**config.mk**
```make
export PLATFORM = sky130hd
export DESIGN_NAME = lcd_capture_flat
export DESIGN_NICKNAME = d
export VERILOG_FILES = /design/src/rtl/lcd_capture_pkg.sv /design/src/rtl/lcd_capture_if.sv /design/src/rtl/lcd_capture_px_pack4.sv /design/src/rtl/lcd_capture.sv /design/src/flat_wrapper.sv
export SDC_FILE = /design/constraint.sdc
export NUM_CORES = 1
export LEC_CHECK = 0
export ABC_AREA = 1
export CORE_ASPECT_RATIO = 1.5
export CORE_MARGIN = 2
export CORE_UTILIZATION = 40
export DETAILED_ROUTE_END_ITERATION = 10
export SLEW_MARGIN = 10
export SYNTH_ARGS = -nofsm -noshare
export SYNTH_HDL_FRONTEND = slang
export SYNTH_HIERARCHICAL = 1
export SYNTH_SLANG_ARGS = --single-unit
```
**constraint.sdc**
```tcl
create_clock -name clk -period 3.2 [get_ports clk]
set_input_delay 0.48 -clock clk [delete_from_list [all_inputs] [get_ports clk]]
set_output_delay 0.48 -clock clk [all_outputs]
set_load 0.01 [all_outputs]
```
**src/rtl/lcd_capture_pkg.sv**
```systemverilog
// Shared types and sizing for the LCD capture block.
//   DEF_H_PIXELS / DEF_V_LINES : default active frame geometry
//   FB_BYTES                   : bytes per frame bank (4 pixels per byte)
//   OFS_W / FB_AW              : byte-offset width and full bank+offset width
//   Y_W                        : line counter width (saturates, so V_LINES < 255)
//   lcd_shade_t                : 2-bit pixel shade
//   cap_state_t                : capture FSM states
package lcd_capture_pkg;

    localparam int unsigned DEF_H_PIXELS = 160;
    localparam int unsigned DEF_V_LINES  = 144;
    localparam int unsigned FB_BYTES     = DEF_H_PIXELS / 4 * DEF_V_LINES;
    localparam int unsigned OFS_W        = 13;
    localparam int unsigned FB_AW        = OFS_W + 1;
    localparam int unsigned Y_W          = 8;

    typedef enum logic [1:0] {
        SHADE_0 = 2'd0,
        SHADE_1 = 2'd1,
        SHADE_2 = 2'd2,
        SHADE_3 = 2'd3
    } lcd_shade_t;

    typedef enum logic {
        WAIT_VSYNC = 1'b0,
        CAPTURE    = 1'b1
    } cap_state_t;

endpackage

```
**src/rtl/lcd_capture_if.sv**
```systemverilog
// LCD stream in, framebuffer write port out.
//   lcd_vsync/lcd_hsync/lcd_pixel/lcd_color : PPU pixel stream
//   fb_addr/fb_data/fb_we                   : framebuffer byte write
//   master : stream source / framebuffer sink side
//   slave  : the capture block
interface lcd_capture_if;
    import lcd_capture_pkg::*;

    logic             lcd_vsync;
    logic             lcd_hsync;
    logic             lcd_pixel;
    lcd_shade_t       lcd_color;
    logic [FB_AW-1:0] fb_addr;
    logic [7:0]       fb_data;
    logic             fb_we;

    modport master (
        output lcd_vsync, lcd_hsync, lcd_pixel, lcd_color,
        input  fb_addr, fb_data, fb_we
    );

    modport slave (
        input  lcd_vsync, lcd_hsync, lcd_pixel, lcd_color,
        output fb_addr, fb_data, fb_we
    );

endinterface

```
**src/rtl/lcd_capture_px_pack4.sv**
```systemverilog
// Packs up to four 2bpp pixels into a byte, leftmost pixel in [7:6].
//   clk, rst : clock, async active-low reset
//   push     : accept color into the next free slot
//   flush    : emit whatever is pending (zero-padded), including this push
//   emit_c   : a byte is complete this cycle (full, or flushed partial)
//   byte_c   : that byte
module px_pack4
    import lcd_capture_pkg::*;
(
    input  logic       clk,
    input  logic       rst,
    input  logic       push,
    input  logic       flush,
    input  lcd_shade_t color,
    output logic       emit_c,
    output logic [7:0] byte_c
);

    logic [1:0] cnt;
    logic [7:0] slots;
    logic [2:0] pos_c;

    // Unfilled slots are always zero, so a flushed partial byte is already padded.
    always_comb begin
        pos_c  = 3'd6 - {cnt, 1'b0};
        byte_c = slots;
        if (push) begin
            byte_c[pos_c +: 2] = color;
        end
        emit_c = flush ? (push || (cnt != 2'd0)) : (push && (cnt == 2'd3));
    end

    always_ff @(posedge clk or negedge rst) begin
        if (!rst) begin
            cnt   <= 2'd0;
            slots <= 8'd0;
        end else if (emit_c) begin
            cnt   <= 2'd0;
            slots <= 8'd0;
        end else if (push) begin
            cnt   <= cnt + 2'd1;
            slots <= byte_c;
        end
    end

endmodule

```
**src/rtl/lcd_capture.sv**
```systemverilog
// Captures the PPU LCD stream into a double-buffered 2bpp framebuffer.
//   clk, rst    : clock, async active-low reset
//   lcd         : stream in / framebuffer write out (slave side)
//   err_clr     : clears sticky error flags (a new error wins)
//   fb_front    : bank holding the last complete frame
//   frame_done  : one-cycle pulse on frame commit
//   err_short   : sticky, a line ended before H_PIXELS pixels
//   err_long    : sticky, pixel dropped outside the active area
//   err_frame   : sticky, vsync arrived with line count != V_LINES
module lcd_capture
    import lcd_capture_pkg::*;
#(
    parameter int unsigned H_PIXELS = DEF_H_PIXELS,
    parameter int unsigned V_LINES  = DEF_V_LINES
) (
    input  logic          clk,
    input  logic          rst,
    lcd_capture_if.slave  lcd,
    input  logic          err_clr,
    output logic          fb_front,
    output logic          frame_done,
    output logic          err_short,
    output logic          err_long,
    output logic          err_frame
);

    localparam int unsigned X_W = $clog2(H_PIXELS + 1);
    localparam logic [X_W-1:0]   X_MAX      = X_W'(H_PIXELS);
    localparam logic [Y_W-1:0]   Y_FULL     = Y_W'(V_LINES);
    localparam logic [OFS_W-1:0] LINE_BYTES = OFS_W'(H_PIXELS / 4);

    cap_state_t       state;
    logic             vs_q;
    logic             hs_q;
    logic [X_W-1:0]   x;
    logic [Y_W-1:0]   y;
    logic [OFS_W-1:0] line_base;
    logic             wr_bank;

    logic             vs_rise_c;
    logic             hs_rise_c;
    logic             capturing_c;
    logic             in_frame_c;
    logic             push_c;
    logic             drop_c;
    logic             flush_c;
    logic [X_W-1:0]   x_next_c;
    logic [OFS_W-1:0] offset_c;
    logic             frame_ok_c;
    logic             short_set_c;
    logic             commit_c;
    logic             frame_set_c;
    logic             emit_c;
    logic [7:0]       byte_c;

    // Event decode; pixel is handled first, then the line/frame boundary.
    always_comb begin
        vs_rise_c   = lcd.lcd_vsync & ~vs_q;
        hs_rise_c   = lcd.lcd_hsync & ~hs_q;
        capturing_c = (state == CAPTURE);
        in_frame_c  = (x < X_MAX) && (y < Y_FULL);
        push_c      = capturing_c & lcd.lcd_pixel & in_frame_c;
        drop_c      = capturing_c & lcd.lcd_pixel & ~in_frame_c;
        flush_c     = capturing_c & (vs_rise_c | hs_rise_c);
        x_next_c    = x + X_W'(push_c);
        // x before this pixel's increment indexes the byte being completed.
        offset_c    = line_base + OFS_W'(x >> 2);
        frame_ok_c  = (y == Y_FULL);
        short_set_c = capturing_c & hs_rise_c & ~vs_rise_c & (x_next_c < X_MAX);
        commit_c    = capturing_c & vs_rise_c & frame_ok_c;
        frame_set_c = capturing_c & vs_rise_c & ~frame_ok_c;
    end

    px_pack4 u_pack (
        .clk    (clk),
        .rst    (rst),
        .push   (push_c),
        .flush  (flush_c),
        .color  (lcd.lcd_color),
        .emit_c (emit_c),
        .byte_c (byte_c)
    );

    // FSM, counters, bank and error flags.
    always_ff @(posedge clk or negedge rst) begin
        if (!rst) begin
            state       <= WAIT_VSYNC;
            vs_q        <= 1'b1;
            hs_q        <= 1'b1;
            x           <= '0;
            y           <= '0;
            line_base   <= '0;
            wr_bank     <= 1'b0;
            lcd.fb_we   <= 1'b0;
            lcd.fb_addr <= '0;
            lcd.fb_data <= 8'd0;
            frame_done  <= 1'b0;
            err_short   <= 1'b0;
            err_long    <= 1'b0;
            err_frame   <= 1'b0;
        end else begin
            vs_q       <= lcd.lcd_vsync;
            hs_q       <= lcd.lcd_hsync;
            lcd.fb_we  <= emit_c;
            if (emit_c) begin
                lcd.fb_addr <= {wr_bank, offset_c};
                lcd.fb_data <= byte_c;
            end
            frame_done <= commit_c;
            err_short  <= short_set_c | (err_short & ~err_clr);
            err_long   <= drop_c      | (err_long  & ~err_clr);
            err_frame  <= frame_set_c | (err_frame & ~err_clr);

            case (state)
                WAIT_VSYNC: begin
                    if (vs_rise_c) begin
                        state <= CAPTURE;
                    end
                end
                CAPTURE: begin
                    if (vs_rise_c) begin
                        if (frame_ok_c) begin
                            wr_bank <= ~wr_bank;
                        end
                        x         <= '0;
                        y         <= '0;
                        line_base <= '0;
                    end else if (hs_rise_c) begin
                        x <= '0;
                        if (y != '1) begin
                            y <= y + Y_W'(1);
                        end
                        // Stop advancing past the last line so the base never wraps.
                        if (y < Y_FULL) begin
                            line_base <= line_base + LINE_BYTES;
                        end
                    end else begin
                        x <= x_next_c;
                    end
                end
            endcase
        end
    end

    assign fb_front = ~wr_bank;

endmodule

```
**src/flat_wrapper.sv**
```systemverilog
// flat-port wrapper written by rule: the top's interface ports become plain ports
module lcd_capture_flat import lcd_capture_pkg::*;
#(
    parameter int unsigned H_PIXELS = DEF_H_PIXELS,
    parameter int unsigned V_LINES  = DEF_V_LINES
)
  (clk, rst, err_clr, fb_front, frame_done, err_short, err_long, err_frame, lcd_lcd_vsync, lcd_lcd_hsync, lcd_lcd_pixel, lcd_lcd_color, lcd_fb_addr, lcd_fb_data, lcd_fb_we);
  lcd_capture_if lcd_i ();
  input  logic clk;
  input  logic rst;
  input  logic err_clr;
  output logic fb_front;
  output logic frame_done;
  output logic err_short;
  output logic err_long;
  output logic err_frame;
  input wire logic [$bits(lcd_i.lcd_vsync)-1:0] lcd_lcd_vsync;
  input wire logic [$bits(lcd_i.lcd_hsync)-1:0] lcd_lcd_hsync;
  input wire logic [$bits(lcd_i.lcd_pixel)-1:0] lcd_lcd_pixel;
  input wire logic [$bits(lcd_i.lcd_color)-1:0] lcd_lcd_color;
  output wire logic [$bits(lcd_i.fb_addr)-1:0] lcd_fb_addr;
  output wire logic [$bits(lcd_i.fb_data)-1:0] lcd_fb_data;
  output wire logic [$bits(lcd_i.fb_we)-1:0] lcd_fb_we;
  assign lcd_i.lcd_vsync = lcd_lcd_vsync;
  assign lcd_i.lcd_hsync = lcd_lcd_hsync;
  assign lcd_i.lcd_pixel = lcd_lcd_pixel;
  assign lcd_i.lcd_color = lcd_lcd_color;
  assign lcd_fb_addr = lcd_i.fb_addr;
  assign lcd_fb_data = lcd_i.fb_data;
  assign lcd_fb_we = lcd_i.fb_we;
  lcd_capture #(.H_PIXELS(H_PIXELS), .V_LINES(V_LINES)) u_core (.clk(clk), .rst(rst), .lcd(lcd_i), .err_clr(err_clr), .fb_front(fb_front), .frame_done(frame_done), .err_short(err_short), .err_long(err_long), .err_frame(err_frame));
endmodule
```
==> results_dict.tcl <==
set metrics [dict create \
    finalHoldViolations 0 \
    root_buffer "clkbuf_16" \
    cts_tree "done" \
    power_mw 2.26 \
    worstPathRequired_ns 3.47 \
    placementRows 41 \
    async_flop_share_pct 100 \
    postCtsSetupBuffers 0 \
    clkTransAtPathRegs_ns 0.06 \
    syn_area_um2 3500 \
    postPlaceCellArea_um2 3970 \
    fin_cells 605 \
    clk_latency_ns 0.32 \
    grt_usage_pct 18.7 \
    drive_gt1_share_pct 8.03 \
    grt_max_degree 47 \
    synth_cell_type_count 31 \
    crit_fanout 7 \
    tightest_slew_ns 0.602 \
    antenna_found_initial 0 \
    pre_cts_ws_ns 0.592 \
    initial_core_util_pct 41.4 \
    grt-ovfl-total 0 \
    post-route-min-period_ns 2.51 \
    viasPerCell 4.90 \
    status "finished clean" \
    n_antenna_cell 0 \
    fin_tns_setup_ns 0 \
    crit_type "flop to flop" \
    drc 0 \
    ir_drop_v 0.000323 \
    synth.area.top_cells "dfrtp_1, nand2_1, inv_1" \
    final_cell_mix "nand2_1, dfrtp_1, inv_1" \
    final_max_slew_viol_count 0 \
    syn_inst 452 \
    core-area_um2 8460 \
    fin_area_um2 4250 \
    ys_seq_area_share_pct 47.9 \
    grt_pass1_vias 3034 \
    cts_max_path_buffers 2 \
    dieArea_um2 9540 \
    maxCapViolations 0 \
    ys_warn_count 6 \
    skew_ns 0.00501 \
    die_x_um 80.4 \
    fin_crit_sh_pct 78.5 \
    ant_nets 0 \
    nets 515 \
    p_leak_nw 2.14 \
    io_buffers 35 \
    start_kind "flop" \
    htree_num_levels 3 \
    synth_area_per_cell_um2 7.75 \
    hpwl_um 5660 \
    drt-initial-drc-count 161 \
    cts.sinks 67 \
    rsz0062_at_grt "no" \
    synth_area_leader_cell "dfrtp_1" \
    synth_flop_cell "dfrtp_1" \
    routed_wl_um 7820 \
    synth_edf_count 0 \
    cts_inserted_buffers 9 \
    cp-end-kind "flop" \
    dp.cells 590 \
    cts_resized 0 \
    synth_top_area_share_pct 46.4 \
    final_common_cell "nand2_1" \
    power_density_nw_per_um2 533 \
    syn_to_final_growth_pct 21.2 \
    firstDrtPassIters 4 \
    fin_util_pct 50.2 \
    syn_nets 473 \
    io-pin-count 36 \
    setup_slack_ns 0.689 \
    max_freq_mhz 398 \
    wire_per_inst_um 12.9 \
    relSlewSlack_pct 59.9 \
    ys_ff_latch 67 \
    hold_path.class "primary input to async pin" \
    die_y_um 119 \
    vias 2966 \
    fin_hold_ws_ns 0.128 \
    cts_hold_buf 0 \
    grt_pass1_wl_um 14000 \
    crit_arrival_ns 2.78 \
    finalSetupViolations 0 \
    gp_congestion 0.801 \
]
-- where the power goes --
part	switching [mW]	internal, mW	total [mW]
combinational	0.219	0.149	0.368
clock	0.342	0.581	0.923
sequential	0.0535	0.918	0.972
-- registers in the layout, summed over array words and instances, names as in the netlist, 2 cells and up --
register / cells
u_core/u_pack/cnt: 2
u_core/lcd.fb_data: 8
u_core/u_pack/slots: 8
u_core/lcd.fb_addr: 14
u_core/line_base: 10
u_core/y: 8
u_core/x: 8
-- final timing paths --
kind	start	end	cells after the start	slack [ns]
setup / recovery	u_core/y[6]	u_core/err_short	14	0.69
hold / removal	rst	u_core/x[1]	2	0.13
setup reg to reg	u_core/y[6]	u_core/err_short	14	0.69
hold reg to reg	u_core/lcd.fb_data[4]	u_core/lcd.fb_data[4]	2	0.47
max in group asynchronous	rst	u_core/line_base[9]	2	2.53
min in group clk	u_core/lcd.fb_data[4]	u_core/lcd.fb_data[4]	2	0.47
-- logic make-up after synthesis --
family / Yosys count / share of synthesized area (%)
flops: 67 / 47.9
simple gates: 261 / 32.7
buf+inv: 60 / 6.93
fa+ha+maj: 13 / 4.64
compound gates: 50 / 7.54
xor+xnor: 1 / 0.250
-- cell usage after synthesis, types with 2 or more instances --
cell type / count
nand2_1: 169
dfrtp_1: 65
inv_1: 49
nand3_1: 36
nor2_1: 28
o21ai_0: 25
a21oi_1: 18
ha_1: 13
nor3_1: 6
nand4_1: 5
clkbuf_1: 4
inv_2: 3
nand2_4: 3
o21ai_1: 3
o21ai_2: 3
buf_2: 2
dfstp_2: 2
nand3_4: 2
nand3b_1: 2
nor3_2: 2
or2_2: 2
-- critical path, cell delays in order (launching register included) --
cell and delay (ns):
dfrtp_1 0.40, nor2_1 0.15, nand2_1 0.11, nand2_1 0.17, nand2_1 0.13, nor2_1 0.43
ha_1 0.29, nand2_1 0.07, nor2_1 0.22, nand2_1 0.09, nand2_1 0.06, nand2_1 0.06
o21ai_0 0.14, nand2_1 0.06, nand2_1 0.07
-- routing by layer --
metal | global-route usage (%) | share of wire, % | routed length, um | up-vias
met2 | 31.7 | 52 | 4090 | 45
met3 | 3.44 | 2.5 | 197 | 11
met1 | 22.8 | 43 | 3350 | 1391
li1 | - | - | - | 1519
met4 | 8.26 | 2.4 | 189 | 0
met5 | 0 | 0 | 0 | -
-- final cells by class --
| type | count | area (um2) |
|---|---|---|
| clock inverter | 2 | 10.0 |
| clock buffer | 13 | 270 |
| timing repair buffer | 39 | 375 |
| sequential | 67 | 1680 |
| fill | 848 | 4220 |
| multi-input combinational | 325 | 1580 |
| tap | 107 | 134 |
| inverter | 52 | 195 |
Note: power is estimated with default switching activity, not from simulation.
